==> src/rtl/riscv_pkg.sv <==
// Shared RV32I decode constants and the issue-buffer entry layout.
// Latency: n/a (types and constants only).
// Backpressure: n/a.
package riscv_pkg;

    localparam logic [6:0] OPC_OP     = 7'b0110011;
    localparam logic [6:0] OPC_OP_IMM = 7'b0010011;
    localparam logic [6:0] OPC_LOAD   = 7'b0000011;
    localparam logic [6:0] OPC_STORE  = 7'b0100011;
    localparam logic [6:0] OPC_BRANCH = 7'b1100011;
    localparam logic [6:0] OPC_JAL    = 7'b1101111;
    localparam logic [6:0] OPC_JALR   = 7'b1100111;
    localparam logic [6:0] OPC_LUI    = 7'b0110111;
    localparam logic [6:0] OPC_AUIPC  = 7'b0010111;

    // ALU opcode layout is {funct7, 1'b0, funct3}
    localparam logic [10:0] ALU_ADD = 11'h000;
    localparam logic [10:0] ALU_SUB = 11'h200;
    localparam logic [10:0] ALU_SLL = 11'h001;
    localparam logic [10:0] ALU_SLT = 11'h002;
    localparam logic [10:0] ALU_XOR = 11'h004;
    localparam logic [10:0] ALU_SRL = 11'h005;
    localparam logic [10:0] ALU_SRA = 11'h205;
    localparam logic [10:0] ALU_OR  = 11'h006;
    localparam logic [10:0] ALU_AND = 11'h007;

    // Zero encodings are chosen so a reset entry yields all-zero outputs
    typedef enum logic [1:0] {SEL1_RS1 = 2'd0, SEL1_PC = 2'd1, SEL1_ZERO = 2'd2} sel1_t;
    typedef enum logic [1:0] {SEL2_RS2 = 2'd0, SEL2_IMM = 2'd1, SEL2_FOUR = 2'd2} sel2_t;

    typedef struct packed {
        logic [31:0] pc;
        logic [4:0]  rs1_idx;
        logic [4:0]  rs2_idx;
        logic [31:0] rs1_val;
        logic [31:0] rs2_val;
        logic [31:0] imm;
        logic [10:0] alu_op;
        sel1_t       sel1;
        sel2_t       sel2;
        logic [4:0]  rd;
        logic        illegal;
    } issue_entry_t;

endpackage

==> src/rtl/imm_gen.sv <==
// Immediate extraction for I/S/B/U/J formats, sign-extended from instr[31].
// Latency: combinational.
// Backpressure: none.
module imm_gen
    import riscv_pkg::*;
(
    input  logic [31:0] instr,
    output logic [31:0] imm
);

    // Pick the immediate format from the major opcode
    always_comb begin
        imm = '0;
        case (instr[6:0])
            OPC_OP_IMM, OPC_LOAD, OPC_JALR:
                imm = {{20{instr[31]}}, instr[31:20]};
            OPC_STORE:
                imm = {{20{instr[31]}}, instr[31:25], instr[11:7]};
            OPC_BRANCH:
                imm = {{19{instr[31]}}, instr[31], instr[7], instr[30:25], instr[11:8], 1'b0};
            OPC_LUI, OPC_AUIPC:
                imm = {instr[31:12], 12'h000};
            OPC_JAL:
                imm = {{11{instr[31]}}, instr[31], instr[19:12], instr[20], instr[30:21], 1'b0};
            default:
                imm = '0;
        endcase
    end

endmodule

==> src/rtl/alu_operand_stage.sv <==
// Issue stage: decodes RV32I, resolves ALU operands, forwards writeback, 2-entry skid buffer.
// Latency: instruction accepted at edge N is presented on the outputs after that edge.
// Backpressure: registered in_ready drops when the buffer will hold 2; flush empties it.
module alu_operand_stage
    import riscv_pkg::*;
#(
    parameter int XLEN   = 32,
    parameter bit FWD_EN = 1'b1
) (
    input  logic            clk,
    input  logic            rst,
    input  logic            in_valid,
    output logic            in_ready,
    input  logic [XLEN-1:0] in_pc,
    input  logic [31:0]     in_instr,
    input  logic [XLEN-1:0] in_rs1_data,
    input  logic [XLEN-1:0] in_rs2_data,
    input  logic            wb_en,
    input  logic [4:0]      wb_rd,
    input  logic [XLEN-1:0] wb_data,
    input  logic            flush,
    output logic            out_valid,
    input  logic            out_ready,
    output logic [10:0]     out_alu_op,
    output logic [XLEN-1:0] out_num1,
    output logic [XLEN-1:0] out_num2,
    output logic [XLEN-1:0] out_rs2_data,
    output logic [4:0]      out_rd,
    output logic [XLEN-1:0] out_pc,
    output logic            out_illegal
);

    issue_entry_t buf_q [2];
    issue_entry_t dec;
    issue_entry_t head;
    logic         head_q, tail_q;
    logic [1:0]   count_q, count_next;
    logic         in_ready_q;
    logic         push, pop;
    logic [1:0]   entry_vld;
    logic [31:0]  imm;

    // x0 never matches, so a zero destination cannot disturb operands
    function automatic logic fwd_match(input logic [4:0] idx);
        return FWD_EN && wb_en && (wb_rd != 5'd0) && (wb_rd == idx);
    endfunction

    imm_gen u_imm_gen (
        .instr (in_instr),
        .imm   (imm)
    );

    // Decode the incoming instruction into a buffer entry, with capture-time forwarding
    always_comb begin
        dec         = '0;
        dec.pc      = in_pc;
        dec.rs1_idx = in_instr[19:15];
        dec.rs2_idx = in_instr[24:20];
        dec.rs1_val = fwd_match(in_instr[19:15]) ? wb_data : in_rs1_data;
        dec.rs2_val = fwd_match(in_instr[24:20]) ? wb_data : in_rs2_data;
        dec.imm     = imm;
        dec.alu_op  = ALU_ADD;
        dec.sel1    = SEL1_RS1;
        dec.sel2    = SEL2_IMM;
        dec.rd      = in_instr[11:7];
        case (in_instr[6:0])
            OPC_OP: begin
                dec.alu_op = {in_instr[31:25], 1'b0, in_instr[14:12]};
                dec.sel2   = SEL2_RS2;
            end
            OPC_OP_IMM: begin
                // Only SRAI carries a meaningful funct7 among the immediate ops
                dec.alu_op = {(in_instr[14:12] == 3'b101) ? in_instr[31:25] : 7'd0,
                              1'b0, in_instr[14:12]};
            end
            OPC_LOAD: ;
            OPC_STORE: dec.rd = 5'd0;
            OPC_BRANCH: begin
                dec.rd   = 5'd0;
                dec.sel2 = SEL2_RS2;
                case (in_instr[14:12])
                    3'b000, 3'b001: dec.alu_op = ALU_SUB;
                    3'b100, 3'b101: dec.alu_op = ALU_SLT;
                    default:        dec.alu_op = {8'd0, in_instr[14:12]};
                endcase
            end
            OPC_JAL: begin
                dec.sel1 = SEL1_PC;
                dec.sel2 = SEL2_FOUR;
            end
            OPC_JALR:  dec.sel2 = SEL2_FOUR;
            OPC_LUI:   dec.sel1 = SEL1_ZERO;
            OPC_AUIPC: dec.sel1 = SEL1_PC;
            default: begin
                dec.illegal = 1'b1;
                dec.alu_op  = '0;
                dec.sel1    = SEL1_ZERO;
                dec.rd      = 5'd0;
            end
        endcase
    end

    // Handshake bookkeeping and per-entry occupancy
    always_comb begin
        push         = in_valid & in_ready_q & ~flush;
        pop          = out_valid & out_ready;
        count_next   = flush ? 2'd0 : count_q + {1'b0, push} - {1'b0, pop};
        entry_vld[0] = (count_q == 2'd2) || (count_q == 2'd1 && head_q == 1'b0);
        entry_vld[1] = (count_q == 2'd2) || (count_q == 2'd1 && head_q == 1'b1);
    end

    // Pointers, count and registered ready
    always_ff @(posedge clk or posedge rst) begin
        if (rst) begin
            head_q     <= 1'b0;
            tail_q     <= 1'b0;
            count_q    <= 2'd0;
            in_ready_q <= 1'b1;
        end else begin
            count_q    <= count_next;
            in_ready_q <= (count_next < 2'd2);
            if (flush) begin
                head_q <= 1'b0;
                tail_q <= 1'b0;
            end else begin
                if (push) tail_q <= tail_q + 1'b1;
                if (pop)  head_q <= head_q + 1'b1;
            end
        end
    end

    // Entry storage: capture into the tail, otherwise let valid entries snoop writeback
    always_ff @(posedge clk or posedge rst) begin
        if (rst) begin
            buf_q[0] <= '0;
            buf_q[1] <= '0;
        end else begin
            for (int i = 0; i < 2; i++) begin
                if (push && tail_q == i[0]) begin
                    buf_q[i] <= dec;
                end else if (entry_vld[i]) begin
                    if (fwd_match(buf_q[i].rs1_idx)) buf_q[i].rs1_val <= wb_data;
                    if (fwd_match(buf_q[i].rs2_idx)) buf_q[i].rs2_val <= wb_data;
                end
            end
        end
    end

    // Output mux of the head entry with operand selection
    always_comb begin
        head         = buf_q[head_q];
        out_valid    = (count_q != 2'd0);
        in_ready     = in_ready_q;
        out_alu_op   = head.alu_op;
        out_rs2_data = head.rs2_val;
        out_rd       = head.rd;
        out_pc       = head.pc;
        out_illegal  = head.illegal;
        case (head.sel1)
            SEL1_PC:   out_num1 = head.pc;
            SEL1_ZERO: out_num1 = '0;
            default:   out_num1 = head.rs1_val;
        endcase
        case (head.sel2)
            SEL2_RS2:  out_num2 = head.rs2_val;
            SEL2_FOUR: out_num2 = 32'd4;
            default:   out_num2 = head.imm;
        endcase
        if (head.illegal) begin
            out_num1 = '0;
            out_num2 = '0;
        end
    end

endmodule

==> config.mk <==
export PLATFORM = sky130hd
export DESIGN_NAME = alu_operand_stage
export DESIGN_NICKNAME = d
export VERILOG_FILES = /design/src/rtl/riscv_pkg.sv /design/src/rtl/imm_gen.sv /design/src/rtl/alu_operand_stage.sv
export SDC_FILE = /design/constraint.sdc
export NUM_CORES = 1
export LEC_CHECK = 0
export BUFFER_PORTS_ARGS = -buffer_cell sky130_fd_sc_hd__buf_4
export CAP_MARGIN = 20
export CORE_UTILIZATION = 40
export CTS_BUF_LIST = sky130_fd_sc_hd__clkbuf_8 sky130_fd_sc_hd__clkbuf_16
export CTS_CLUSTER_DIAMETER = 200
export CTS_CLUSTER_SIZE = 12
export DETAILED_ROUTE_END_ITERATION = 12
export GPL_TIMING_DRIVEN = 0
export HOLD_SLACK_MARGIN = 0.02
export MAX_ROUTING_LAYER = met4
export SYNTH_ARGS = -nofsm -noshare
export SYNTH_HDL_FRONTEND = slang
export SYNTH_SLANG_ARGS = --single-unit
==> constraint.sdc <==
create_clock -name clk -period 15 [get_ports clk]
set_clock_uncertainty 0.05 [all_clocks]
set_input_delay 1.5 -clock clk [delete_from_list [all_inputs] [get_ports clk]]
set_output_delay 1.5 -clock clk [all_outputs]
set_load 0.01 [all_outputs]
# After elaboration in Yosys (flattened, before gate mapping)
# Cells that the tools add are included.
[word_totals] regBits=323 in_bits=171 output_inout_bits=147 elab_cells=131
[classes] addsub=4 magnitude_cmp=2 eq_ne=23 n_mux=30 bitwise_logic=7 reduce_logical=39
[op_table] operator="$mux W159" count=3
[op_table] operator="$mux W32" count=8
[op_table] operator="$mux W64" count=4
[op_table] operator="$pmux W32 S5" count=1
[op_table] operator="$pmux W32 S2" count=2
[op_table] operator="$pmux W11 S3" count=1
[op_table] operator="$eq A5 B5 Y1" count=6
[op_table] operator="$eq A7 B6 Y1 const B" count=3
[op_table] operator="$eq A7 B7 Y1 const B" count=3
[op_table] operator="$pmux W10 S2" count=1
[op_table] operator="$reduce_bool A2 Y1" count=9
[op_table] operator="$eq A7 B5 Y1 const B" count=2
[op_table] operator="$reduce_or A2 Y1" count=6
[op_table] operator="$logic_and A1 B1 Y1" count=11
[op_table] operator="$reduce_or A9 Y1" count=1
[op_table] operator="$pmux W2 S2" count=2
[op_table] operator="$reduce_and A2 Y1" count=4
[op_table] operator="$eq A7 B2 Y1 const B" count=1
[op_table] operator="$mux W7" count=1
[op_table] operator="$reduce_or A7 Y1" count=1
[op_table] operator="$eq A2 B2 Y1 const B" count=3
[op_table] operator="$eq A3 B3 Y1 const B" count=2
[op_table] operator="$reduce_or A6 Y1" count=1
[op_table] operator="$mux W1" count=5
[op_table] operator="17 further kinds" count=24

# Logic depth before layout (Yosys ltp)
# Gate-level depths: netlist of the first run.
[depth] depth_word=7 depth_mapped=12 depth_no_buf=10

# By module
# Synthesis of the first run repeated with hierarchy kept, for this count alone.
[unflattened] cells_unflattened=1893 area_unflattened_um2=17032.6
[by_module_without_submodules] mod="alu_operand_stage" instances=1 cells_per_inst=1814 area_each_um2=16485.8 seq_area_each_um2=8034.0
[by_module_without_submodules] mod="imm_gen" instances=1 cells_per_inst=79 area_each_um2=546.8 seq_area_each_um2=0.0

# Least setup slack after synthesis of the first run
# Ideal clock, no wire load.
[synth_timing] kind="register -> output" startpoint="register head_q" endpoint="output out_num1[1]" t_arrival_ns=3.034 required_time_ns=13.450 path_slack_ns=10.416 path_stages_with_launch=13 path_buffers=7 path_cell_list="dfrtp_1 > buf_2 > buf_2 > buf_1 > buf_1 > mux2_2 > ha_1 > clkbuf_1 > nor2b_1 > clkbuf_1 > clkbuf_1 > a22oi_1 > nor2_1"
[synth_between] elab_chain_len=7 elab_cells_between_ends=8 cone_classes="2 x eq/ne; 5 x mux; 1 x bitwise"
[synth_rtl] item="start, declared" line="alu_operand_stage.sv:36" source="logic head_q, tail_q;"
[synth_rtl] item="start signal, assigned" line="alu_operand_stage.sv:127" source="if (pop) head_q <= head_q + 1'b1;"
[synth_rtl] item="$not A1 Y2 (implied by the code) (*)" line="alu_operand_stage.sv:151" source="head = buf_q[head_q];"
[synth_rtl] item="$mux W159 (implied by the code) (*) (3 in a row)" line="alu_operand_stage.sv:151"
[synth_rtl] item="$eq A2 B2 Y1 or $eq A2 B1 Y1 (tied branches)" line="alu_operand_stage.sv:159" source="case (head.sel1)"
[synth_rtl] item="$pmux W32 S2" line="alu_operand_stage.sv:159"
[synth_rtl] item="$mux W32 (*)" line="alu_operand_stage.sv:169" source="if (head.illegal) begin"
[synth_rtl] item="end, declared" line="alu_operand_stage.sv:25" source="output logic [XLEN-1:0] out_num1,"
# Mark *: on every way between the ends. The rest lies on a longest branch, timed or not. The select of a mux whose other input is x is not followed.

# Worst setup path in the final report of the first run
# Same ends and word-level chain as after synthesis.

==> impl_metrics.json, run 1 <==
{
  "final_cell_mix": "nand2_1, dfrtp_1, buf_4",
  "rrSetupSlack_ns": 11.66,
  "drive_above_1_share_pct": 28.7,
  "rsz0062_at_grt": "false",
  "met1_usage_pct": 41.0,
  "synth_compound_area_share_pct": 18.1,
  "rr_endpoint": "buf_q[51]",
  "boundaryPins": 318,
  "netlist.area_leader.share_pct": 49.3,
  "design.die.area_um2": 41400,
  "clock_latency_ns": 0.57,
  "r2r_start": "in_ready",
  "hold_end": "buf_q[305]",
  "ctsHoldBuffers": 0,
  "hold_viol": 0,
  "synth-seq-cells": 321,
  "synth-simple-area-share_pct": 15.0,
  "muxShareOfSynthArea_pct": 10.6,
  "post_cts_buffers": 0,
  "clockRootBuffer": "clkbuf_16",
  "netlist_area_um2": 16200,
  "coreArea_um2": 39900,
  "antenna_found_initial": 4,
  "dp_hpwl_um": 45600,
  "synth_area_leaders": "dfrtp_1, mux2_2, nand2_1",
  "worstPathArrival_ns": 5.61,
  "start_util_pct": 40.7,
  "path_max_fanout": 10,
  "max_freq_ghz": 0.140,
  "grt_pass1_vias": 14439,
  "portBuffers": 309,
  "crit_type": "register to primary output",
  "grt_max_degree": 127,
  "first_iter_violations": 1357,
  "peakVddDrop_mv": 0.0890,
  "syn_area_per_cell_um2": 9.79,
  "async_flop_share_pct": 100,
  "cts-resized-gates": 0,
  "r2r_cells": 7,
  "cp_data_required_time_ns": 13.45,
  "dr.pass1.iters": 5,
  "nFillCells": 3768,
  "end_kind": "primary output",
  "leakage_uw": 0.00910,
  "holdPathStages": 2,
  "finalWirelength_um": 60900,
  "worst_pin_slew_ns": 1.19,
  "fp.dieW_um": 204,
  "grt_util_met2_pct": 45.7,
  "gr-total-overflow": 0,
  "ant_nets": 0,
  "yosysSeqAreaShare_pct": 49.4,
  "dr_total_vias": 14509,
  "cp-start-kind": "register",
  "grt_usage_pct": 29.9,
  "min-delay-start": "buf_q[305]",
  "yosys_warnings": 0,
  "hold_class": "register to register",
  "clockBufferDepth": 3,
  "tritoncts": "done",
  "top_usage_layer": "met2",
  "fin_crit_sh_pct": 47.7,
  "area_growth_pct": 23.9,
  "grt_pass1_wl_um": 91100,
  "layout_min_cycle_time_ns": 7.16,
  "die_height_um": 204,
  "fin_setup_tns_ns": 0,
  "synth_cell_types": 61,
  "htree_levels": 1,
  "synth_area_leader_cell": "dfrtp_1",
  "viasPerCell": 5.70,
  "place_congestion": 0.945,
  "synth_ff_type": "dfrtp_1",
  "synth_edf_count": 0,
  "wl_per_cell_um": 23.9,
  "slew_viol_final": 0,
  "cts_num_sinks": 321,
  "syn_nets": 1833,
  "drc": 0,
  "final_common_cell": "nand2_1",
  "setup_violations": 0,
  "synthCells": 1659,
  "power_density_nw_per_um2": 194,
  "path_clk_slew_ns": 0.06,
  "synth-xor-area-share_pct": 1.83,
  "cts_buffers": 30,
  "rows": 73,
  "cap_violations": 0,
  "holdWs_ns": 0.419,
  "relSlewSlack_pct": 19.9,
  "final_nets": 2178,
  "outcome": "completed",
  "synth_top_family_by_area": "compound AO/OA/AOI/OAI gates",
  "synthAdderAreaFrac_pct": 0.231,
  "use_met3_pct": 4.33
}
[stage by stage]
step	power, µW	std cells	utilization [%]	instance area (µm²)	setup WS (ns)
after floorplan	2420	1659	-	16200	4.57
after global placement	3180	2493	48.2	19200	0.791
after detailed placement	3200	2497	48.3	19300	8.47
after CTS	3910	2540	50.4	20100	7.85
after global routing	4120	2544	50.4	20100	7.65
final	3910	2545	50.4	20100	7.84
[registers in the layout, indices dropped and copies added, names as in the netlist]
name      count
count_q       2
in_ready      1
buf_q       316
tail_q        1
head_q        1
[report_power, final]
group / total [µW] / switching [µW] / internal, µW
Sequential: 1360 / 168 / 1190
Combinational: 1860 / 995 / 865
Clock: 696 / 331 / 364
[metal layers]
| layer | vias to the layer above | share of wire (%) |
|---|---|---|
| met5 | - | 0 |
| met4 | 0 | 3.0 |
| met3 | 102 | 7.1 |
| met2 | 617 | 46 |
| met1 | 7221 | 44 |
| li1 | 6569 | - |
[cell usage after synthesis (all sizes together), types with 2 or more instances]
cell type,count
or4,2
mux2i,4
nand4,3
nor3b,2
and3b,2
clkbuf,109
nand3,7
a21oi,109
inv,41
nor2,96
a21boi,2
xnor2,21
nor2b,4
buf,32
nand2,355
nor4,8
xor2,13
o32ai,64
dfrtp,320
nand2b,5
or2,2
ha,3
o221ai,2
o221a,64
mux2,146
and2,3
or3,66
a22oi,69
o41ai,2
o21ai,86
[worst max path at each step]
stage,startpoint,end,depth (start not counted)
5_1_grt,head_q,out_num1[30],13
3_5_place_dp,head_q,out_num1[30],13
4_1_cts,head_q,out_num1[30],13
2_1_floorplan,rst,buf_q[0],1
3_3_place_gp,rst,buf_q[48],2
6_report,head_q,out_num1[1],13
[cell families (layout without fill, tap and decap cells)]
family / after synthesis / count (layout)
simple gates: 560 / 560
compound gates: 408 / 408
flops: 321 / 321
buf+inv: 182 / 538
mux: 150 / 150
xor+xnor: 34 / 34
fa+ha+maj: 3 / 3
other cells: 1 / 6
[critical path, cell delays in order, from the launching register on]
cell	delay (ns)
dfrtp_1	0.32
buf_2	0.25
buf_2	0.39
buf_1	0.65
buf_1	0.62
mux2_2	0.42
ha_1	0.26
clkbuf_1	0.31
nor2b_1	0.19
clkbuf_1	0.38
clkbuf_1	0.66
a22oi_1	0.22
nor2_1	0.20
buf_4	0.16
[cell type report]
type / instances / area [µm²] / share of cell area [%]
Clock buffer: 31 / 776 / 3.85
Sequential cell: 321 / 8030 / 39.9
Inverter: 41 / 161 / 0.802
Timing Repair Buffer: 313 / 2390 / 11.9
Multi-Input combinational cell: 1156 / 7450 / 37.0
Antenna cell: 5 / 12.5 / 0.0621
Buffer: 141 / 613 / 3.05
Tap cell: 525 / 657 / 3.26
Clock inverter: 12 / 46.3 / 0.230
Power figures use the tool's default switching activity.
==> run 2: changes to the inputs <==
ABC_AREA = 1   (was not set)
clock period = 5.99 ns   (was 15 ns; I/O delays follow)
==> impl_metrics.json, run 2 <==
{
  "timing.final.ws_setup_ns": 0.374,
  "grt_usage_pct": 32.4,
  "clockBufferDepth": 3,
  "cpLargestDelayFamily": "buffers and inverters",
  "wl_per_cell_um": 20.8,
  "final_cell_mix": "nand2_1, dfrtp_1, buf_4",
  "cp_data_required_time_ns": 5.34,
  "post_cts_buffers": 0,
  "final_common_cell": "nand2_1",
  "cpMaxStageDelayCell": "nor2_1",
  "dr.pass1.iters": 10,
  "power_density_nw_per_um2": 420,
  "clock_latency_ns": 0.58,
  "end_kind": "primary output",
  "tritoncts": "done",
  "viasPerCell": 5.36,
  "fp.dieW_um": 216,
  "drc": 1,
  "design.die.area_um2": 46700,
  "synth_area_leaders": "dfrtp_1, nand2_1, nand3_1",
  "cts-resized-gates": 0,
  "path_max_fanout": 10,
  "grt_max_degree": 44,
  "die_height_um": 216,
  "synth-seq-cells": 321,
  "start_util_pct": 40.5,
  "rrSetupSlack_ns": 3.48,
  "hold_viol": 0,
  "ctsHoldBuffers": 1,
  "netlist_area_um2": 18300,
  "leakage_uw": 0.0116,
  "crit_buf_inv": 7,
  "rows": 78,
  "grt_pass1_wl_um": 112000,
  "synth.top_cells.by_count": "nand2_1, dfrtp_1, nand3_1",
  "boundaryPins": 318,
  "netlist.area_leader.share_pct": 43.7,
  "synth_cell_types": 38,
  "peakVddDrop_mv": 0.249,
  "antenna_found_initial": 2,
  "place_ws_ns": 1.14,
  "cts_num_sinks": 321,
  "violations": "design-rule violations",
  "finalWirelength_um": 74500,
  "htree_levels": 1,
  "cts_buffers": 30,
  "synth_ff_type": "dfrtp_1",
  "fin_crit_sh_pct": 93.8,
  "max_freq_ghz": 0.178,
  "synth_edf_count": 0,
  "hold_class": "input pin to register",
  "clockRootBuffer": "clkbuf_16",
  "rsz0062_at_grt": "false",
  "layout_min_cycle_time_ns": 5.62,
  "max_stage_delay_ns": 0.67,
  "cap_violations": 0,
  "top_regs": "buf_q (316), count_q (2)",
  "gr-total-overflow": 0,
  "relSlewSlack_pct": 35.0,
  "dp_hpwl_um": 57000,
  "portBuffers": 311,
  "synth_area_leader_cell": "dfrtp_1",
  "synth.most_common_cell": "nand2_1",
  "cp-start-kind": "register",
  "largest_reg_flops": 316,
  "worst_pin_slew_ns": 0.975,
  "final_nets": 3147,
  "syn_nets": 2794,
  "coreArea_um2": 45300,
  "yosysSeqAreaShare_pct": 43.8,
  "outcome": "finished with violations",
  "top_register": "buf_q",
  "path_clk_slew_ns": 0.06,
  "area_growth_pct": 22.4,
  "place_congestion": 0.957,
  "drive_above_1_share_pct": 16.8,
  "slew_viol_final": 0,
  "worstPathArrival_ns": 4.97,
  "crit_type": "register to primary output",
  "synthCells": 2620,
  "first_iter_violations": 1964,
  "dr_total_vias": 19215,
  "grt_pass1_vias": 18590,
  "setup_violations": 0,
  "syn_area_per_cell_um2": 6.99,
  "crit_chain": "buf_2, buf_2, clkbuf_1, buf_2, nand2_1, o21ai_0, ha_1, clkbuf_1, nor2_1, clkbuf_1, nand2_1, a21oi_1, buf_4",
  "ant_nets": 0,
  "holdWs_ns": 0.123,
  "yosys_warnings": 0,
  "async_flop_share_pct": 100
}
## run 2: changes by cell type after synthesis, sizes merged, moves of 63 or more
cell | previous run | this run
nand2 | 355 | 950
nand3 | 7 | 230
inv | 41 | 209
mux2 | 146 | 0
o21ai | 86 | 218
a21oi | 109 | 205
nor2 | 96 | 186
buf | 32 | 105
a22oi | 69 | 0
or3 | 66 | 0
o221a | 64 | 0
o32ai | 64 | 0
o21bai | 1 | 64
## run 2: cells by family after synthesis
family	after synthesis	share of synthesized area, %
AOI/OAI and AO/OA	522	15.7
xor gates and xnor gates	9	0.430
adders and majority gates	3	0.205
buffers and inverters	384	8.88
DFF	321	43.8
muxes	2	0.109
other	1	0.0205
and+or+nand+nor	1378	30.8
## run 2: routing by layer
| layer | vias up | wire length (µm) | global-route usage [%] |
|---|---|---|---|
| met5 | - | 0 | - |
| met4 | 0 | 3620 | 13.6 |
| met3 | 146 | 5880 | 5.12 |
| met2 | 831 | 34200 | 50.6 |
| met1 | 9189 | 30800 | 41.8 |
| li1 | 9049 | - | - |
## run 2: worst paths after layout
kind | from | end | cells after the start
min in group asynchronous | rst | buf_q[312] | 3
worst min register to register | buf_q[47] | buf_q[47] | 2
worst max-delay path | head_q | out_num1[21] | 13
worst max register to register | in_ready | buf_q[128] | 7
worst min-delay path | flush | count_q[0] | 2
max in group asynchronous | rst | buf_q[69] | 7
## run 2: final cells by class
type,instances,area (µm²)
clock buffer,31,776
inverter,209,788
timing repair buffer,321,2520
tap,600,751
sequential,321,8030
multi-input combinational,1915,8660
antenna,2,5.00
clock inverter,13,50.0
fill,4732,22900
buffer,175,842
## run 2: power breakdown
| part | switching [µW] | internal (µW) |
|---|---|---|
| Combinational | 2690 | 1570 |
| Clock | 868 | 913 |
| Sequential | 420 | 2950 |
## run 2: metrics by stage
step	TNS [ns]	util, %	total power, µW	cell area (µm²)	instances
floorplan	0	-	5590	18300	2620
global placement	-325.70	47.3	7530	21400	3531
detailed placement	0	47.7	7610	21600	3540
CTS	0	49.5	9400	22400	3585
global route	0	49.5	9930	22400	3587
finish	0	49.5	9410	22400	3587
==> run 3: changes to the inputs <==
CORE_ASPECT_RATIO = 1.75   (was not set)
==> impl_metrics.json, run 3 (synthesized netlist as in run 2, its figures left out) <==
{
  "dr.pass1.iters": 5,
  "dp_hpwl_um": 62000,
  "place_ws_ns": 1.32,
  "crit_type": "register to primary output",
  "finalWirelength_um": 78500,
  "cts-resized-gates": 0,
  "final_nets": 3145,
  "setup_violations": 0,
  "max_stage_delay_ns": 0.72,
  "relSlewSlack_pct": 37.7,
  "grt_pass1_vias": 19295,
  "grt_usage_pct": 34.7,
  "cp_data_required_time_ns": 5.34,
  "fp.dieW_um": 164,
  "timing.final.ws_setup_ns": 0.646,
  "path_max_fanout": 10,
  "holdWs_ns": 0.0511,
  "top_regs": "buf_q (316), count_q (2)",
  "top_register": "buf_q",
  "final_common_cell": "nand2_1",
  "worstPathArrival_ns": 4.70,
  "rows": 103,
  "cp-start-kind": "register",
  "fin_crit_sh_pct": 89.2,
  "clockRootBuffer": "clkbuf_16",
  "coreArea_um2": 45100,
  "antenna_found_initial": 3,
  "wl_per_cell_um": 22.0,
  "drive_above_1_share_pct": 16.8,
  "portBuffers": 311,
  "path_clk_slew_ns": 0.07,
  "boundaryPins": 318,
  "ctsHoldBuffers": 0,
  "peakVddDrop_mv": 0.254,
  "start_util_pct": 40.6,
  "hold_class": "input pin to async pin",
  "drc": 0,
  "cap_violations": 0,
  "final_cell_mix": "nand2_1, dfrtp_1, buf_4",
  "post_cts_buffers": 0,
  "clockBufferDepth": 3,
  "die_height_um": 285,
  "leakage_uw": 0.0116,
  "cts_buffers": 30,
  "clock_latency_ns": 0.58,
  "layout_min_cycle_time_ns": 5.34,
  "slew_viol_final": 0,
  "grt_max_degree": 42,
  "place_congestion": 1.01,
  "area_growth_pct": 22.1,
  "largest_reg_flops": 316,
  "tritoncts": "done",
  "end_kind": "primary output",
  "htree_levels": 1,
  "fin_util_pct": 49.6,
  "design.die.area_um2": 46700,
  "max_freq_ghz": 0.187,
  "finalPower_uw": 9390,
  "viasPerCell": 5.42,
  "power_density_nw_per_um2": 419,
  "grt_pass1_wl_um": 117000,
  "dr_total_vias": 19295,
  "hold_viol": 0,
  "ant_nets": 0,
  "cts_num_sinks": 321,
  "outcome": "completed",
  "rsz0062_at_grt": "false",
  "cpMaxStageDelayCell": "nor2_1",
  "gr-total-overflow": 0,
  "crit_chain": "buf_2, buf_2, clkbuf_1, buf_2, nand2_1, o21ai_0, ha_1, clkbuf_1, nor2_1, clkbuf_1, nand2_1, a21oi_1, buf_4",
  "first_iter_violations": 1647,
  "worst_pin_slew_ns": 0.935
}
## run 3: critical path: cells and delay by family, from the launching register on
family          cells  cell delay (ns)
fa+ha+maj           1             0.28
buf+inv             7             2.31
simple gates        3             0.91
flops               1             0.32
compound gates      2             0.30
## run 3: final timing paths
kind | end | start | slack (ns) | cells after the start
worst max-delay path | out_num1[11] | head_q | 0.65 | 13
worst min-delay path | buf_q[67] | rst | 0.05 | 2
worst max register to register | buf_q[31] | in_ready | 3.43 | 6
worst min register to register | buf_q[51] | buf_q[51] | 0.43 | 2
max in group asynchronous | in_ready | rst | 4.49 | 5
min in group clk | count_q[0] | flush | 0.13 | 2
## run 3: per-layer routing
metal	global-route usage, %	vias up	wire [µm]
li1	-	9019	-
met1	36.8	9219	28200
met2	61.5	829	40900
met3	3.37	228	4000
met4	21.0	0	5420
met5	-	-	0
## run 3: metrics by stage
step | area (µm²) | setup TNS [ns] | std cells
floorplan | 18300 | 0 | 2620
global placement | 21400 | -321.60 | 3508
detailed placement | 21500 | 0 | 3516
CTS | 22400 | 0 | 3560
global route | 22400 | 0 | 3563
finish | 22400 | 0 | 3563
## run 3: cell type report
cell class / instances / area (µm²)
multi-input combinational: 1915 / 8660
clock inverter: 13 / 50.0
clock buffer: 31 / 776
timing repair buffer: 319 / 2490
sequential: 321 / 8030
inverter: 209 / 788
fill: 4701 / 22700
tap: 577 / 722
antenna: 3 / 7.51
buffer: 175 / 842
## run 3: power breakdown
group / leakage [µW] / internal, µW / total [µW] / switching [µW]
logic: 0.00708 / 1570 / 4230 / 2660
registers: 0.00405 / 2950 / 3380 / 426
clock network: 0.000450 / 913 / 1780 / 864
total: 0.0116 / 5440 / 9390 / 3950
